--- src/rtl/clock_alarm.sv ---
// MM:SS alarm unit beside the CLOCK1 counter: set/arm/ring/snooze FSM plus an hourly chime stretcher.
// Outputs are registered-state decodes; keys are synchronised and edge-detected before use.
module clock_alarm #(
  parameter int RING_SECS  = 30,
  parameter int SNOOZE_MIN = 5,
  parameter int CHIME_CYC  = 25000000
) (
  input  logic       CLK,
  input  logic       RST,
  input  logic [3:0] sec1,
  input  logic [2:0] sec10,
  input  logic [3:0] min1,
  input  logic [2:0] min10,
  input  logic       CA,
  input  logic [1:0] KEY,
  input  logic [9:0] SW,
  output logic [3:0] am1,
  output logic [2:0] am10,
  output logic       ARMED,
  output logic       RING,
  output logic       CHIME
);

  localparam int CW = $clog2(CHIME_CYC + 1);

  typedef enum logic [2:0] {
    S_IDLE, S_SET, S_ARMED, S_RINGING, S_SNOOZE
  } state_t;

  state_t          r_state, w_state_nxt;
  logic [3:0]      r_am1, w_am1_nxt;
  logic [2:0]      r_am10, w_am10_nxt;
  logic [7:0]      r_ring_cnt, w_ring_nxt;
  logic [3:0]      r_snz_cnt, w_snz_nxt;
  logic [CW-1:0]   r_chime_cnt;
  logic [1:0]      r_key_s1, r_key_s2, r_key_q;
  logic [3:0]      r_sec1_q;
  logic            r_match_q;

  logic [1:0]      w_kp;
  logic            w_sec_tick, w_min_tick, w_match, w_trig;
  logic            w_unused;

  // SW[7:0] carry no function in this block
  assign w_unused   = ^SW[7:0];

  assign w_kp       = r_key_q & ~r_key_s2;
  assign w_sec_tick = (sec1 != r_sec1_q);
  assign w_min_tick = w_sec_tick && (sec10 == 3'd0) && (sec1 == 4'd0);
  assign w_match    = (min10 == r_am10) && (min1 == r_am1) && (sec10 == 3'd0) && (sec1 == 4'd0);
  assign w_trig     = w_match & ~r_match_q;

  always_ff @(posedge CLK or negedge RST) begin
    if (!RST) begin
      r_key_s1  <= 2'b11;
      r_key_s2  <= 2'b11;
      r_key_q   <= 2'b11;
      r_sec1_q  <= 4'd0;
      r_match_q <= 1'b0;
    end else begin
      r_key_s1  <= KEY;
      r_key_s2  <= r_key_s1;
      r_key_q   <= r_key_s2;
      r_sec1_q  <= sec1;
      r_match_q <= w_match;
    end
  end

  always_ff @(posedge CLK or negedge RST) begin
    if (!RST) begin
      r_state    <= S_IDLE;
      r_am1      <= 4'd0;
      r_am10     <= 3'd0;
      r_ring_cnt <= 8'd0;
      r_snz_cnt  <= 4'd0;
    end else begin
      r_state    <= w_state_nxt;
      r_am1      <= w_am1_nxt;
      r_am10     <= w_am10_nxt;
      r_ring_cnt <= w_ring_nxt;
      r_snz_cnt  <= w_snz_nxt;
    end
  end

  always_comb begin
    w_state_nxt = r_state;
    w_am1_nxt   = r_am1;
    w_am10_nxt  = r_am10;
    w_ring_nxt  = r_ring_cnt;
    w_snz_nxt   = r_snz_cnt;

    if (r_state == S_SET) begin
      if (w_kp[0]) w_am1_nxt  = (r_am1 == 4'd9)  ? 4'd0 : r_am1 + 4'd1;
      if (w_kp[1]) w_am10_nxt = (r_am10 == 3'd5) ? 3'd0 : r_am10 + 3'd1;
    end

    // Switches override everything; keys before timers inside each state
    if (SW[9]) begin
      w_state_nxt = S_SET;
    end else if (!SW[8]) begin
      w_state_nxt = S_IDLE;
    end else begin
      case (r_state)
        S_IDLE, S_SET: w_state_nxt = S_ARMED;
        S_ARMED: begin
          if (w_trig) begin
            w_state_nxt = S_RINGING;
            w_ring_nxt  = 8'd0;
          end
        end
        S_RINGING: begin
          if (w_kp[1]) begin
            w_state_nxt = S_ARMED;
          end else if (w_kp[0]) begin
            w_state_nxt = S_SNOOZE;
            w_snz_nxt   = 4'd0;
          end else if (w_sec_tick) begin
            if (r_ring_cnt == 8'(RING_SECS - 1)) w_state_nxt = S_ARMED;
            else                                 w_ring_nxt  = r_ring_cnt + 8'd1;
          end
        end
        S_SNOOZE: begin
          if (w_kp[1]) begin
            w_state_nxt = S_ARMED;
          end else if (w_min_tick) begin
            if (r_snz_cnt == 4'(SNOOZE_MIN - 1)) begin
              w_state_nxt = S_RINGING;
              w_ring_nxt  = 8'd0;
            end else begin
              w_snz_nxt = r_snz_cnt + 4'd1;
            end
          end
        end
        default: w_state_nxt = S_IDLE;
      endcase
    end
  end

  // CA reloads the full pulse length even while a chime is already running
  always_ff @(posedge CLK or negedge RST) begin
    if (!RST)                   r_chime_cnt <= '0;
    else if (CA)                r_chime_cnt <= CW'(CHIME_CYC);
    else if (r_chime_cnt != '0) r_chime_cnt <= r_chime_cnt - 1'b1;
  end

  assign am1   = r_am1;
  assign am10  = r_am10;
  assign ARMED = (r_state == S_ARMED) || (r_state == S_RINGING) || (r_state == S_SNOOZE);
  assign RING  = (r_state == S_RINGING);
  assign CHIME = (r_chime_cnt != '0);

endmodule

--- config.mk ---
export PLATFORM = sky130hd
export DESIGN_NAME = clock_alarm
export DESIGN_NICKNAME = d
export VERILOG_FILES = /design/src/rtl/clock_alarm.sv
export SDC_FILE = /design/constraint.sdc
export NUM_CORES = 1
export LEC_CHECK = 0
export BUFFER_PORTS_ARGS = -buffer_cell sky130_fd_sc_hd__buf_2
export CAP_MARGIN = 20
export CORE_AREA = 2 2 114 116
export CTS_CLUSTER_SIZE = 20
export DETAILED_ROUTE_END_ITERATION = 8
export DIE_AREA = 0 0 116 118
export PLACE_DENSITY = 0.43
export REMOVE_ABC_BUFFERS = 1
export SYNTH_ARGS = -nofsm -noshare
export SYNTH_HDL_FRONTEND = slang
export SYNTH_SLANG_ARGS = --single-unit
--- constraint.sdc ---
create_clock -name CLK -period 2.91 [get_ports CLK]
set_input_delay 0.4365 -clock CLK [delete_from_list [all_inputs] [get_ports CLK]]
set_output_delay 0.4365 -clock CLK [all_outputs]
set_load 0.1 [all_outputs]
==> impl_metrics.ini, run 1 <==
[outcome]
status = complete, no violations

[clocking]
clock_path_buffers = 2
post_cts_resized = 0
clock-root-buffer = clkbuf_16
cts_tree = done
holdBufCountCts = 0
htree_levels = 3
path_clk_slew_ns = 0.05
post-cts-setup-buffer-count = 0
cts.sinks = 58
cts_buffers = 9
clk_latency_ns = 0.33

[global_route]
grt_pass1_vias = 2480
grt_antenna_before_repair = 0
grt_start_max_net_pins = 36
grt_overflow = 0
grt_usage = 0.114
grt_pass1_wl_mm = 12.3

[worst_setup_path]
crit_fanout = 7
cp_top_family = simple AND/OR/NAND/NOR gates
worst_setup_path_end_kind = primary output
worstPathArrival_ns = 2.15
r2r_slack_ns = 0.67
path_buf_inv = 1
cp_slowest_cell = or3_1
crit_type = register to primary output
slowest_delay_ns = 0.45
path_cells = nor4_1 -> nand3_1 -> or3_1 -> buf_2
required_ns = 2.47
start_kind = register

[placement]
gp_congestion = 0.750
placed_cells = 514
port_buffers = 30
dpl.hpwl_mm = 5.04
post-place-ws_ns = 0.437

[finish]
final_common_cell = dfrtp_1
num-fill-cells = 1326
syn_to_final_growth_pct = 23.7
drive_above_1_share = 0.188
final_cell_mix = 52 x dfrtp_1, 30 x buf_2, 23 x nand2_1, 21 x nor2_1, 20 x xor2_1
diodes = 0
fin_cells = 529
nets = 388
multi_input_area_um2 = 1530
regArea_um2 = 1460

[synth]
yosys.area_share.simple = 0.252
async_flop_share = 1.00
synth-xor-area-share = 0.0804
synthCells = 310
synthAdderAreaFrac = 0.0246
synth-compound-area-share = 0.140
synth_ff_type = dfrtp_1
yosys_warnings = 0
synth.area.mux_share = 0.00328
synth_top_family_by_area = simple AND/OR/NAND/NOR gates
syn_avg_cell_area_um2 = 9.84
synth_area_um2 = 3050
yosysUniqueCellTypes = 51
yosysSeqAreaShare = 0.478
synth_seq_cells = 58
synth_edf_count = 0

[route]
wl_mm = 7.07
wl_per_cell_um = 13.4
drc = 0
vias = 2406
viasPerCell = 4.55
drtAntennaViolNets = 0
dr.first_iter.drc_count = 61
drt-pass1-iter-count = 4

[timing]
period_share = 0.889
fin_setup_tns_ns = 0
relSlewSlack = 0.550
finalSetupViolCount = 0
layout_min_cycle_time_ns = 2.59
slew_viol_final = 0
finalHoldViolations = 0
worst_pin_slew_ns = 0.665
rsz0062_at_grt = false
fmax_mhz = 387
setup_ws_ns = 0.323
fin_skew_ns = 0.00385
fin_hold_ws_ns = 0.105

[die]
fp.dieW_um = 116
design.core.area_um2 = 12400
io_pins = 39
rows = 41
die-area_um2 = 13700
die_h_um = 118
start_util = 0.246

[run]
cap_violations = 0

[hold_path]
hold_path.class = input pin to asynchronous set/reset pin

[power_and_ir_drop]
vdd_drop_max_mv = 0.423
total_power_mw = 2.91
p_per_area_nw_per_um2 = 771
leakage_nw = 1.49
## stage by stage
| step | area, um2 | utilization |
|---|---|---|
| after floorplan | 3030 | - |
| after global placement | 3470 | 0.280 |
| after detailed placement | 3470 | 0.280 |
| after CTS | 3780 | 0.304 |
| after global routing | 3780 | 0.304 |
| final | 3780 | 0.304 |
## worst register-to-register path: cells and delay by family (launching register included)
kind	cells	cell delay, ns
AND/OR/NAND/NOR	4	1.05
buffers and inverters	1	0.21
AO/OA/AOI/OAI	1	0.42
flip-flops	1	0.44
## logic make-up after synthesis
family | Yosys count
compound gates | 64
xor+xnor | 28
fa+ha+maj | 6
buf+inv | 18
flops | 58
mux | 1
simple gates | 135
## routing by layer
metal / wire, um / vias to the layer above / share of wire / GRT usage
met5: 0 / - / 0 / 0
met4: 93 / 0 / 0.013 / 0.0461
met3: 354 / 8 / 0.050 / 0.0443
met2: 3340 / 41 / 0.47 / 0.175
met1: 3280 / 1127 / 0.46 / 0.144
li1: - / 1230 / - / -
## cell usage after synthesis, types with 3 or more instances
master | count | area (um2)
a21oi_1 | 11 | 55.1
o31ai_1 | 4 | 30.0
nand2_1 | 23 | 86.3
nor3_1 | 7 | 35.0
clkbuf_1 | 7 | 26.3
a31oi_1 | 8 | 50.1
o211ai_1 | 5 | 37.5
nor4b_1 | 3 | 26.3
and3_1 | 3 | 18.8
nor2_1 | 21 | 78.8
dfstp_2 | 6 | 158
inv_1 | 10 | 37.5
or3_1 | 6 | 37.5
nand3_1 | 9 | 45.0
nand2b_1 | 11 | 68.8
dfrtp_1 | 52 | 1300
nor4_1 | 15 | 93.8
nand4_1 | 11 | 68.8
xnor2_1 | 8 | 70.1
nor2b_1 | 7 | 43.8
o21ai_0 | 18 | 90.1
ha_1 | 6 | 75.1
or4_1 | 6 | 45.0
xor2_1 | 20 | 175
## path summary, 6_finish.rpt
path	from	depth (start not counted)	end
max in group asynchronous	RST	2	r_key_q[1]
min in group CLK	KEY[0]	1	r_key_s1[0]
worst max-delay path	r_chime_cnt[3]	4	CHIME
worst min-delay path	RST	1	am10[0]
worst min register to register	r_key_s1[1]	0	r_key_s2[1]
worst max register to register	r_chime_cnt[3]	6	r_chime_cnt[12]
## power by group
part	switching (mW)	internal [mW]	total, mW
Sequential	0.130	0.916	1.05
Clock	0.354	0.726	1.08
Combinational	0.578	0.209	0.787
## cell type report
cell class | count | area share
inverters | 11 | 0.0109
clock inverters | 2 | 0.00928
repair buffers | 39 | 0.0610
well taps | 172 | 0.0570
flip-flops and latches | 58 | 0.386
clock buffers | 13 | 0.0716
multi-input cells | 234 | 0.404
## registers in the layout (all words and copies together) (netlist names)
register,flops
r_snz_cnt,4
am10,3
r_match_q,1
r_key_q,2
r_key_s1,2
r_ring_cnt,8
r_chime_cnt,25
r_state,3
r_key_s2,2
am1,4
r_sec1_q,4
Note: power is estimated with default switching activity, not from simulation.
==> inputs of run 2 (changes only) <==
- CORE_AREA: 2 2 114 116 -> 2 2 94 141
- DIE_AREA: 0 0 116 118 -> 0 0 96 143
==> run 2 against run 1 <==
Effect of this change:
- clock-buffer cell count is 4 lower
- wire length is 5.5% higher
- non-clock buffer count is 1 higher
- clock skew is 0.00079 ns higher
- via count is 4.9% higher
- global-route usage is 0.53 points higher
- total power is 5.3% higher
- worst hold slack better by 0.090 ns
- sequential cell count stayed put
- clock power is 14% higher
- critical endpoint unchanged
==> impl_metrics.ini, run 2 (synthesis gave the netlist of run 1 again) <==
[finish]
num-fill-cells = 1302
syn_to_final_growth_pct = 24.3
regArea_um2 = 1460
final_common_cell = dfrtp_1
regMostFlops = r_chime_cnt
nets = 389
drive_above_1_share = 0.195
reg_top3 = r_chime_cnt x25, r_ring_cnt x8
largest_reg_flops = 25
final_cell_mix = 52 x dfrtp_1, 30 x buf_2, 23 x nand2_1, 21 x nor2_1, 20 x xor2_1
multi_input_area_um2 = 1530

[die]
io_pins = 39
rows = 50
die-area_um2 = 13700
die_h_um = 143
design.core.area_um2 = 12400
start_util = 0.245
fp.dieW_um = 96

[run]
cap_violations = 0

[clocking]
clk_latency_ns = 0.33
cts.sinks = 58
holdBufCountCts = 0
htree_levels = 3
post_cts_resized = 0
path_clk_slew_ns = 0.06
clock_path_buffers = 2
cts_tree = done
cts_buffers = 9
post-cts-setup-buffer-count = 0
clock-root-buffer = clkbuf_16

[worst_setup_path]
slowest_delay_ns = 0.45
worstPathArrival_ns = 2.16
worst_setup_path_end_kind = primary output
cp_slowest_cell = or3_1
required_ns = 2.47
start_kind = register
crit_fanout = 7
critPathLaunch = r_chime_cnt[3]
crit_type = register to primary output
worst-r2r-cell-count = 6
rr_startpoint = r_chime_cnt[15]
path_cells = nor4_1 -> nand3_1 -> or3_1 -> buf_2

[timing]
period_share = 0.893
finalSetupViolCount = 0
worst_pin_slew_ns = 0.802
slew_viol_final = 0
fin_setup_tns_ns = 0
fin_hold_ws_ns = 0.196
fmax_mhz = 385
rsz0062_at_grt = false
layout_min_cycle_time_ns = 2.60
fin_skew_ns = 0.00464
finalHoldViolations = 0
relSlewSlack = 0.465

[route]
dr.first_iter.drc_count = 107
vias = 2523
drc = 0
viasPerCell = 4.88
drt-pass1-iter-count = 4
wl_per_cell_um = 14.4
wl_mm = 7.46
drtAntennaViolNets = 0

[global_route]
grt_overflow = 0
grt_start_max_net_pins = 35
grt_pass1_wl_mm = 12.4
grt_antenna_before_repair = 2
grt_pass1_vias = 2535
grt_usage = 0.120

[hold_path]
hold_path.class = input pin to asynchronous set/reset pin

[power_and_ir_drop]
leakage_nw = 1.51
p_per_area_nw_per_um2 = 808
total_power_mw = 3.07
vdd_drop_max_mv = 0.298

[outcome]
status = complete, no violations

[placement]
port_buffers = 30
dpl.hpwl_mm = 5.34
gp_congestion = 0.761
-- run 2: changes by cell type in the layout (fill, tap and decap cells not counted), sizes merged --
cell / previous run / this run
bufinv: 1 / 3
diode: 0 / 2
buf: 39 / 40
clkbuf: 13 / 9
clkinv: 2 / 5
-- run 2: cell type report --
class,count,share of cell area
Clock inverter,7,0.0310
Inverter,11,0.0109
Timing Repair Buffer,40,0.0594
Sequential cell,58,0.385
Multi-Input combinational cell,234,0.402
Clock buffer,9,0.0594
Tap cell,156,0.0515
Antenna cell,2,0.00132
-- run 2: per-layer routing --
metal | vias to the layer above | global-route usage | wire length, um
li1 | 1241 | - | -
met1 | 1211 | 0.137 | 3140
met2 | 49 | 0.193 | 3710
met3 | 20 | 0.0375 | 365
met4 | 2 | 0.0699 | 231
met5 | - | 0 | 7
-- run 2: metrics by stage --
stage                     cell area [um2]  instances  worst slack (ns)  utilization
after detailed placement             3450        499             0.457        0.277
final                                3790        517             0.311        0.305
after global placement               3450        499             0.452        0.277
after CTS                            3790        515             0.263        0.304
after floorplan                      3030        303             0.347            -
after global routing                 3790        516             0.212        0.305
-- run 2: worst paths after layout --
path | endpoint | slack (ns)
hold reg to reg | r_key_s2[0] | 0.35
hold / removal | r_snz_cnt[2] | 0.20
max in group asynchronous | r_key_q[0] | 1.93
min in group CLK | r_key_s1[0] | 0.21
setup / recovery | CHIME | 0.31
setup reg to reg | r_chime_cnt[12] | 0.64
-- run 2: worst max-delay path, delay by kind of cell (launching register included) --
| family | cells | cell delay [ns] |
|---|---|---|
| DFF | 1 | 0.44 |
| and+or+nand+nor | 3 | 1.06 |
| buffers and inverters | 1 | 0.32 |
-- run 2: power by group --
group | leakage, nW | switching, mW | internal [mW]
logic | 0.654 | 0.580 | 0.211
clock network | 0.169 | 0.394 | 0.835
registers | 0.683 | 0.132 | 0.915
